--- src/rtl/line_fill_axi_pkg.sv ---
// Shared encodings for the line-fill AXI read back end: AXI burst/response
// codes, the default arcache value and the FSM state encoding.
package line_fill_axi_pkg;

  localparam logic [1:0] BURST_INCR = 2'b01;
  localparam logic [1:0] BURST_WRAP = 2'b10;

  localparam logic [1:0] RESP_OKAY   = 2'b00;
  localparam logic [1:0] RESP_EXOKAY = 2'b01;
  localparam logic [1:0] RESP_SLVERR = 2'b10;
  localparam logic [1:0] RESP_DECERR = 2'b11;

  localparam logic [3:0] ARCACHE_DEFAULT = 4'b0011;

  typedef enum logic [1:0] {
    ST_IDLE = 2'd0,
    ST_ADDR = 2'd1,
    ST_DATA = 2'd2
  } state_t;

  // AXI only allows WRAP bursts of 2, 4, 8 or 16 beats
  function automatic bit wrap_len_ok(input int beats);
    return (beats == 2) || (beats == 4) || (beats == 8) || (beats == 16);
  endfunction

endpackage

--- src/rtl/line_fill_axi_beat_cnt.sv ---
// line_fill_beat_cnt: modulo 2**LINE2MEM_W beat counter for one line burst.
// The beat index starts at a loaded start beat and wraps; the count itself
// always runs 0..BEATS-1 so completion does not depend on the start beat.
module line_fill_beat_cnt
  import line_fill_axi_pkg::*;
#(
  parameter  int LINE2MEM_W = 3,
  localparam int CNT_W      = (LINE2MEM_W > 0) ? LINE2MEM_W : 1
) (
  input  logic             clk,
  input  logic             reset,
  input  logic             load_i,
  input  logic [CNT_W-1:0] start_i,
  input  logic             beat_i,
  input  logic             rlast_i,
  output logic [CNT_W-1:0] idx_o,
  output logic             last_o,
  output logic             rlast_err_o
);

  localparam int BEATS = 1 << LINE2MEM_W;

  logic [CNT_W-1:0] cnt_q;
  logic [CNT_W-1:0] start_q;

  // Load the start beat per request; advance on each beat, wrap after the final one
  always_ff @(posedge clk or posedge reset) begin
    if (reset) begin
      cnt_q   <= '0;
      start_q <= '0;
    end else if (load_i) begin
      cnt_q   <= '0;
      start_q <= start_i;
    end else if (beat_i) begin
      cnt_q <= last_o ? '0 : cnt_q + 1'b1;
    end
  end

  // Index arithmetic wraps naturally at 2**CNT_W, which equals BEATS when LINE2MEM_W > 0
  assign idx_o       = start_q + cnt_q;
  assign last_o      = (cnt_q == CNT_W'(BEATS - 1));
  assign rlast_err_o = rlast_i ^ last_o;

endmodule

--- src/rtl/line_fill_axi.sv ---
// line_fill_axi: AXI4 read back end for cache line refill. One burst per
// line, bounded reissue on error responses, sticky error to the front end.
// Optional critical-word-first WRAP bursts under macro CACHE_AXI_CWF_EN.
module line_fill_axi
  import line_fill_axi_pkg::*;
#(
  parameter  int FE_ADDR_W  = 32,
  parameter  int FE_DATA_W  = 32,
  parameter  int WORD_OFF_W = 3,
  parameter  int BE_ADDR_W  = FE_ADDR_W,
  parameter  int BE_DATA_W  = FE_DATA_W,
  parameter  int RETRY_MAX  = 2,
  parameter  int AXI_ID_W   = 1,
  parameter  int AXI_ID     = 0,
  localparam int FE_BYTE_W  = $clog2(FE_DATA_W / 8),
  localparam int LINE2MEM_W = WORD_OFF_W - $clog2(BE_DATA_W / FE_DATA_W),
  localparam int IDX_W      = (LINE2MEM_W > 0) ? LINE2MEM_W : 1
) (
  input  logic                        clk,
  input  logic                        reset,
  input  logic                        replace_valid,
  input  logic [FE_ADDR_W-FE_BYTE_W-1:0] replace_addr,
  output logic                        replace,
  output logic                        read_valid,
  output logic [IDX_W-1:0]            read_addr,
  output logic [BE_DATA_W-1:0]        read_rdata,
  output logic                        read_error,
  output logic                        axi_arvalid,
  output logic [BE_ADDR_W-1:0]        axi_araddr,
  output logic [7:0]                  axi_arlen,
  output logic [2:0]                  axi_arsize,
  output logic [1:0]                  axi_arburst,
  output logic                        axi_arlock,
  output logic [3:0]                  axi_arcache,
  output logic [2:0]                  axi_arprot,
  output logic [3:0]                  axi_arqos,
  output logic [AXI_ID_W-1:0]         axi_arid,
  input  logic                        axi_arready,
  input  logic                        axi_rvalid,
  input  logic [BE_DATA_W-1:0]        axi_rdata,
  input  logic [1:0]                  axi_rresp,
  input  logic                        axi_rlast,
  output logic                        axi_rready
);

  localparam int BE_BYTE_W  = $clog2(BE_DATA_W / 8);
  localparam int BEATS      = 1 << LINE2MEM_W;
  localparam int LINE_OFF_W = WORD_OFF_W + FE_BYTE_W;
  localparam int RETRY_W    = (RETRY_MAX > 0) ? $clog2(RETRY_MAX + 1) : 1;
`ifdef CACHE_AXI_CWF_EN
  localparam bit CWF = wrap_len_ok(BEATS);
`else
  localparam bit CWF = 1'b0;
`endif

  state_t               state_q;
  logic                 replace_q, arvalid_q, rready_q, read_error_q;
  logic                 berr_q, holdoff_q;
  logic [RETRY_W-1:0]   retry_q;
  logic [BE_ADDR_W-1:0] araddr_q;

  logic [FE_ADDR_W-1:0] req_byte_addr;
  logic [BE_ADDR_W-1:0] req_be_addr, line_base, beat_addr;
  logic [IDX_W-1:0]     start_beat, beat_idx;
  logic                 accept, beat, last_beat, rlast_err, beat_err, burst_err;

  assign req_byte_addr = FE_ADDR_W'(replace_addr) << FE_BYTE_W;
  assign req_be_addr   = BE_ADDR_W'(req_byte_addr);
  assign line_base     = req_be_addr & ~((BE_ADDR_W'(1) << LINE_OFF_W) - BE_ADDR_W'(1));
  assign beat_addr     = req_be_addr & ~((BE_ADDR_W'(1) << BE_BYTE_W) - BE_ADDR_W'(1));
  assign start_beat    = CWF ? IDX_W'(req_be_addr >> BE_BYTE_W) : '0;

  // holdoff_q keeps the request still held for the finished refill from restarting it
  assign accept    = (state_q == ST_IDLE) && replace_valid && !holdoff_q;
  assign beat      = axi_rvalid && rready_q;
  assign beat_err  = (axi_rresp != RESP_OKAY) || rlast_err;
  assign burst_err = berr_q || beat_err;

  line_fill_beat_cnt #(
    .LINE2MEM_W(LINE2MEM_W)
  ) u_beat_cnt (
    .clk        (clk),
    .reset      (reset),
    .load_i     (accept),
    .start_i    (start_beat),
    .beat_i     (beat),
    .rlast_i    (axi_rlast),
    .idx_o      (beat_idx),
    .last_o     (last_beat),
    .rlast_err_o(rlast_err)
  );

  // Request address is latched once; reissues reuse it unchanged
  always_ff @(posedge clk) begin
    if (accept) araddr_q <= CWF ? beat_addr : line_base;
  end

  // Refill FSM with registered handshake and status outputs
  always_ff @(posedge clk or posedge reset) begin
    if (reset) begin
      state_q      <= ST_IDLE;
      replace_q    <= 1'b0;
      arvalid_q    <= 1'b0;
      rready_q     <= 1'b0;
      read_error_q <= 1'b0;
      berr_q       <= 1'b0;
      holdoff_q    <= 1'b0;
      retry_q      <= '0;
    end else begin
      holdoff_q <= 1'b0;
      case (state_q)
        ST_IDLE: begin
          if (accept) begin
            state_q      <= ST_ADDR;
            replace_q    <= 1'b1;
            arvalid_q    <= 1'b1;
            read_error_q <= 1'b0;
            retry_q      <= '0;
            berr_q       <= 1'b0;
          end
        end
        ST_ADDR: begin
          if (axi_arready) begin
            state_q   <= ST_DATA;
            arvalid_q <= 1'b0;
            rready_q  <= 1'b1;
          end
        end
        ST_DATA: begin
          if (beat) begin
            if (!last_beat) begin
              berr_q <= burst_err;
            end else begin
              berr_q   <= 1'b0;
              rready_q <= 1'b0;
              if (burst_err && (retry_q < RETRY_W'(RETRY_MAX))) begin
                state_q   <= ST_ADDR;
                arvalid_q <= 1'b1;
                retry_q   <= retry_q + 1'b1;
              end else begin
                state_q      <= ST_IDLE;
                replace_q    <= 1'b0;
                holdoff_q    <= 1'b1;
                read_error_q <= burst_err;
              end
            end
          end
        end
        default: state_q <= ST_IDLE;
      endcase
    end
  end

  assign replace     = replace_q;
  assign read_valid  = beat;
  assign read_addr   = beat_idx;
  assign read_rdata  = axi_rdata;
  assign read_error  = read_error_q;
  assign axi_arvalid = arvalid_q;
  assign axi_araddr  = araddr_q;
  assign axi_arlen   = 8'(BEATS - 1);
  assign axi_arsize  = 3'(BE_BYTE_W);
  assign axi_arburst = CWF ? BURST_WRAP : BURST_INCR;
  assign axi_arlock  = 1'b0;
  assign axi_arcache = ARCACHE_DEFAULT;
  assign axi_arprot  = 3'b000;
  assign axi_arqos   = 4'b0000;
  assign axi_arid    = AXI_ID_W'(AXI_ID);
  assign axi_rready  = rready_q;

endmodule

--- config.mk ---
export PLATFORM = sky130hd
export DESIGN_NAME = line_fill_axi
export DESIGN_NICKNAME = d
export VERILOG_FILES = /design/src/rtl/line_fill_axi_pkg.sv /design/src/rtl/line_fill_axi_beat_cnt.sv /design/src/rtl/line_fill_axi.sv
export SDC_FILE = /design/constraint.sdc
export NUM_CORES = 1
export LEC_CHECK = 0
export ABC_CLOCK_PERIOD_IN_PS = 2500
export CAP_MARGIN = 30
export CORE_MARGIN = 10
export CORE_UTILIZATION = 30
export CTS_BUF_LIST = sky130_fd_sc_hd__clkbuf_8 sky130_fd_sc_hd__clkbuf_16
export DETAILED_ROUTE_END_ITERATION = 8
export HOLD_SLACK_MARGIN = 0.15
export PLACE_DENSITY_LB_ADDON = 0.05
export SYNTH_ARGS = -nofsm -noshare
export SYNTH_HDL_FRONTEND = slang
export SYNTH_SLANG_ARGS = --single-unit
--- constraint.sdc ---
create_clock -name clk -period 2.5 [get_ports clk]
set_input_delay 0.25 -clock clk [delete_from_list [all_inputs] [get_ports clk]]
set_output_delay 0.25 -clock clk [all_outputs]
set_load 0.02 [all_outputs]
# [Yosys cells after proc, flatten, opt, wreduce, memory -nomap -nowiden]
# Cells that the tools add are included.
# Widths: inputs -> output; s select.
[word_totals] elab_cells=82 output_inout_bits=98 ff_bits=40 in_bits=70
[op_classes] muxes=40 reduce_logical=19 eq_ne=9 order_cmp=1 addsub=2 bitwise=1
[op_table] operator="$mux 1" n=22
[op_table] operator="$mux 2" n=8
[op_table] operator="$ne 2x2->1 const B" n=6
[op_table] operator="$reduce_and 5->1" n=2
[op_table] operator="$mux 3" n=3
[op_table] operator="$pmux 1 s2" n=4
[op_table] operator="$reduce_and 4->1" n=2
[op_table] operator="$reduce_bool 2->1" n=4
[op_table] operator="$pmux 2 s3" n=1
[op_table] operator="$reduce_and 6->1" n=1
[op_table] operator="$logic_and 1x1->1" n=4
[op_table] operator="$pmux 2 s2" n=1
[op_table] operator="$add 3x1->3 const B" n=1
[op_table] operator="$eq 3x3->1 const B" n=1
[op_table] operator="$pmux 1 s3" n=1
[op_table] operator="$reduce_and 3->1" n=1
[op_table] operator="$reduce_bool 3->1" n=1
[op_table] operator="$add 2x1->2 const B" n=1
[op_table] operator="$eq 2x1->1 const B" n=1
[op_table] operator="$eq 2x2->1 const B" n=1
[op_table] operator="$logic_not 2->1" n=1
[op_table] operator="$logic_or 1x1->1" n=2
[op_table] operator="$lt 2x2->1 const B" n=1
[op_table] operator="$logic_not 1->1" n=1
[op_table] operator="$xor 1x1->1" n=1

# [Depth between registers and ports, before layout]
[logic_depth] word_depth=9 mapped_depth=5 mapped_depth_nobuf=5

# [Cells and area by module]
# From an unflattened synthesis, not the netlist that was laid out.
[unflattened] cells_unflattened=172 area_unflattened_um2=2179.6
[by_module_without_submodules] mod="line_fill_axi" cells_per_inst=148 n_inst=1 area_per_inst_um2=1856.8 seq_area_each_um2=1061.0
[by_module_without_submodules] mod="line_fill_beat_cnt" cells_per_inst=24 n_inst=1 area_per_inst_um2=322.8 seq_area_each_um2=150.1

# [Worst setup path after synthesis]
# Ideal clock, no wire load.
[synth_path] kind="flip-flop to flip-flop" startpoint="register state_q[0]" endpoint="register araddr_q[10] (netlist: axi_araddr[10]) (enable)" period_less_slack_ns=1.618 path_buffers=0 setup_ns=0.348 path_slack_ns=0.882 stages_incl_launch_ff=3 arrival_ns=1.269 required_time_ns=2.152 path_cell_list="dfrtp_1 or4b_4 clkinv_2"
[synth_via] elab_chain_cells=3
[synth_rtl] item="start, declared" line_no="line_fill_axi.sv:56" rtl="state_t state_q;"
[synth_rtl] item="start signal, assigned" line_no="line_fill_axi.sv:101" rtl="state_q <= ST_IDLE;"
[synth_rtl] item="start signal, assigned" line_no="line_fill_axi.sv:114" rtl="state_q <= ST_ADDR;"
[synth_rtl] item="start signal, assigned" line_no="line_fill_axi.sv:124" rtl="state_q <= ST_DATA;"
[synth_rtl] item="$logic_not 2->1" line_no="line_fill_axi.sv:74" rtl="assign accept = (state_q == ST_IDLE) && replace_valid && !holdoff_q;"
[synth_rtl] item="$logic_and 1x1->1 (2 in a row)" line_no="line_fill_axi.sv:74"
[synth_rtl] item="end signal, assigned" line_no="line_fill_axi.sv:95" rtl="if (accept) araddr_q <= CWF ? beat_addr : line_base;"
[synth_rtl] item="end, declared" line_no="line_fill_axi.sv:60" rtl="logic [BE_ADDR_W-1:0] araddr_q;"
# No other way between the ends.
# A chain may end at the register's enable or synchronous reset.

# [Worst setup path after layout]
[layout_path] startpoint="register rready_q (netlist: axi_rready)" endpoint="output read_valid"
[layout_via] elab_chain_cells=1
[layout_rtl] item="start, declared" line_no="line_fill_axi.sv:57" rtl="logic replace_q, arvalid_q, rready_q, read_error_q;"
[layout_rtl] item="start signal, assigned" line_no="line_fill_axi.sv:104" rtl="rready_q <= 1'b0;"
[layout_rtl] item="start signal, assigned" line_no="line_fill_axi.sv:126" rtl="rready_q <= 1'b1;"
[layout_rtl] item="start signal, assigned" line_no="line_fill_axi.sv:135" rtl="rready_q <= 1'b0;"
[layout_rtl] item="$logic_and 1x1->1" line_no="line_fill_axi.sv:75" rtl="assign beat = axi_rvalid && rready_q;"
[layout_rtl] item="end, declared" line_no="line_fill_axi.sv:24" rtl="output logic read_valid,"
# No other way between the ends.

==> summary.txt <==
Final layout
  – NumNets Final: 269
  – P&R area growth vs syn: 27.5%
  – Layout cells sized above 1: 8.08%
  – Fin util: 39.2%
  – Final cell count without fillers: 275
  – Post-route cell area: 2490 sq um
  – Number of diodes: 0

Yosys
  – Mapped Cells: 155
  – Syn Area/Cell: 12.6 sq um
  – Cell with the most instances after synthesis: buf_4
  – Dominant synthesized flop cell: edfxtp_1
  – Async SR Flop Fraction: 32.5%
  – Register area share after synthesis: 58.2%
  – Yosys top cell by area: edfxtp_1
  – Distinct cells, synth: 32
  – Yosys warning count: 0
  – Yosys top cell area share: 41.5%
  – Synthesized cell area: 1950 sq um
  – Post-synth EDFFs: 27
  – Top cells by count, synth: 63 x buf_4, 27 x edfxtp_1, 13 x dfrtp_1
  – Synth Register Bits: 40
  – Synth area leaders: edfxtp_1 42%, buf_4 24%, dfrtp_1 17%

STA
  – RSZ-0062 raised after global routing: no
  – Final setup fails: 0
  – Minimum clock period: 1.88 ns
  – Slew @ Worst Pin: 0.533 ns
  – Fmax: 531 MHz
  – Final TNS setup: 0 ns
  – Period utilization: 75.3%
  – Count of pins over their slew limit: 0
  – Final setup margin: 0.617 ns
  – Setup Skew: 0.00797 ns
  – Final hold vios: 0
  – Min Hold Slack: 0.296 ns
  – Slew HR: 64.4%

Detailed routing
  – Vias/cell: 4.05
  – Per-cell routed wire length: 17.8 um
  – Drt first pass iters: 4
  – Routed Antenna Nets: 0
  – Via count: 1115
  – Detailed-route DRC error count: 0
  – Final wirelength: 4.89 mm
  – Starting DRT DRC Count: 21

CTS
  – Cts bufs inserted: 5
  – CTS resizes: 0
  – Reg clk slew, reported paths: 0.08 ns
  – CTS tree: built
  – Clk_lat worst skew: 0.29 ns
  – Clk root buf: clkbuf_8
  – Post-CTS Setup Bufs: 0
  – Clock Sinks: 40
  – H-tree level count: 2
  – CTS Buffer Depth: 2
  – CTS hold repair buffers: 0

Worst setup path
  – CP max-delay cell: clkdlybuf4s50_1
  – CP startpoint kind: flip-flop
  – R2r worst-path depth: 2
  – Reg-to-reg setup timing slack: 0.68 ns
  – Capture point of the worst reg-to-reg path: axi_araddr[13]
  – Critical-path cell list: nand2_1, inv_1, clkdlybuf4s50_1
  – Crit path kind: flip-flop to primary output
  – Data arrival time of the worst path: 1.63 ns
  – Buf/Inv on CP: 2
  – Critical path's top delay family: buffers and inverters
  – Worst r2r src: state_q[0]
  – CP peak stage delay: 0.60 ns
  – Worst-path fanout max: 9
  – Worst setup EP type: primary output
  – Crit. Startpoint: axi_rready
  – Worst EP required: 2.25 ns

Global route
  – Largest net degree at the start of global routing: 33
  – Vias in the first global route: 1271
  – GRT Resource Usage Total: 9.13%
  – Global-route wire length before repair: 7.27 mm
  – Aggregate global routing overflow: 0
  – Initial antenna violation count: 0

Job
  – Max cap viols: 0

Outcome
  – Status: completed

Floorplan
  – Die ar.: 10100 sq um
  – Initial Utilization: 30.8%
  – Placeable Area: 6350 sq um
  – FP Rows: 29
  – Floorplan die height: 101 um
  – Die Width: 101 um
  – Ports: 168

Pwr
  – Leak: 1.02 nW
  – Power, Total: 2.20 mW
  – Pwr per Cell Area: 885 nW/um^2
  – Max VDD drop: 0.000341 V

Placement
  – Post-DP HPWL: 4.00 mm
  – Final Wtd Congestion: 0.708
  – Setup WS pre-CTS: 0.462 ns
  – Area of placed instances: 2380 sq um
  – Port bufs: 69
  – Placed Cells: 267

Min path
  – Min-Delay Path Class: input port to asynchronous set/reset pin
## power by group
group | switching [mW] | internal (mW) | leakage, nW
sequential | 0.0904 | 0.881 | 0.421
combinational | 0.389 | 0.321 | 0.541
clock | 0.226 | 0.295 | 0.0541
## per-layer routing
layer	up-vias	global-route usage [%]	part of all wire, %
li1	519	-	-
met1	501	9.75	36
met2	80	14.6	46
met3	15	5.08	16
met4	0	3.80	1.8
met5	-	0	0
## logic make-up (layout without fill, tap and decap cells)
logic type	after synthesis	after routing	share of synthesized area [%]
AOI/OAI and AO/OA	13	13	5.00
xor gates and xnor gates	1	1	0.449
adders and majority gates	2	2	1.28
buffers and inverters	70	84	25.7
DFF	40	40	58.2
muxes	2	2	1.03
other	2	31	0.385
and+or+nand+nor	25	25	8.01
## worst reg2reg max path, stage by stage (launching register included)
cell and delay (ns):
dfrtp_1 0.44, or4b_4 0.60, clkinv_2 0.41
## registers in the layout, indices dropped and copies added, names as in the netlist
name              cells
u_beat_cnt.cnt_q      3
replace               1
axi_arvalid           1
retry_q               2
read_error            1
berr_q                1
axi_araddr           27
state_q               2
axi_rready            1
holdoff_q             1
## cell usage in the layout, fill, tap and decap left out, drive strengths merged, types with 2 or more instances in the layout
| cell | count |
|---|---|
| nor4b | 2 |
| nand3 | 6 |
| a21oi | 3 |
| clkbuf | 5 |
| nand2 | 4 |
| ha | 2 |
| inv | 5 |
| edfxtp | 27 |
| conb | 31 |
| nor2 | 5 |
| o21ai | 2 |
| mux2i | 2 |
| dfrtp | 13 |
| clkdlybuf4s50 | 69 |
| clkinv | 2 |
## worst max path at each step
stage                                end  depth (start not counted)
after CTS                     read_valid                          3
after detailed placement  axi_araddr[21]                          3
after floorplan           axi_araddr[10]                          2
after global placement     axi_araddr[5]                          3
final                         read_valid                          3
after global routing          read_valid                          3
## cell type report
cell class                 instances  area (sq um)
fill                             607          3860
sequential                        40          1140
timing repair buffer              70           698
multi-input combinational         74           424
tap                               77          96.3
clock buffer                       5          68.8
clock inverter                     3          42.5
inverter                           6          23.8
Note: power is estimated with default switching activity, not from simulation.
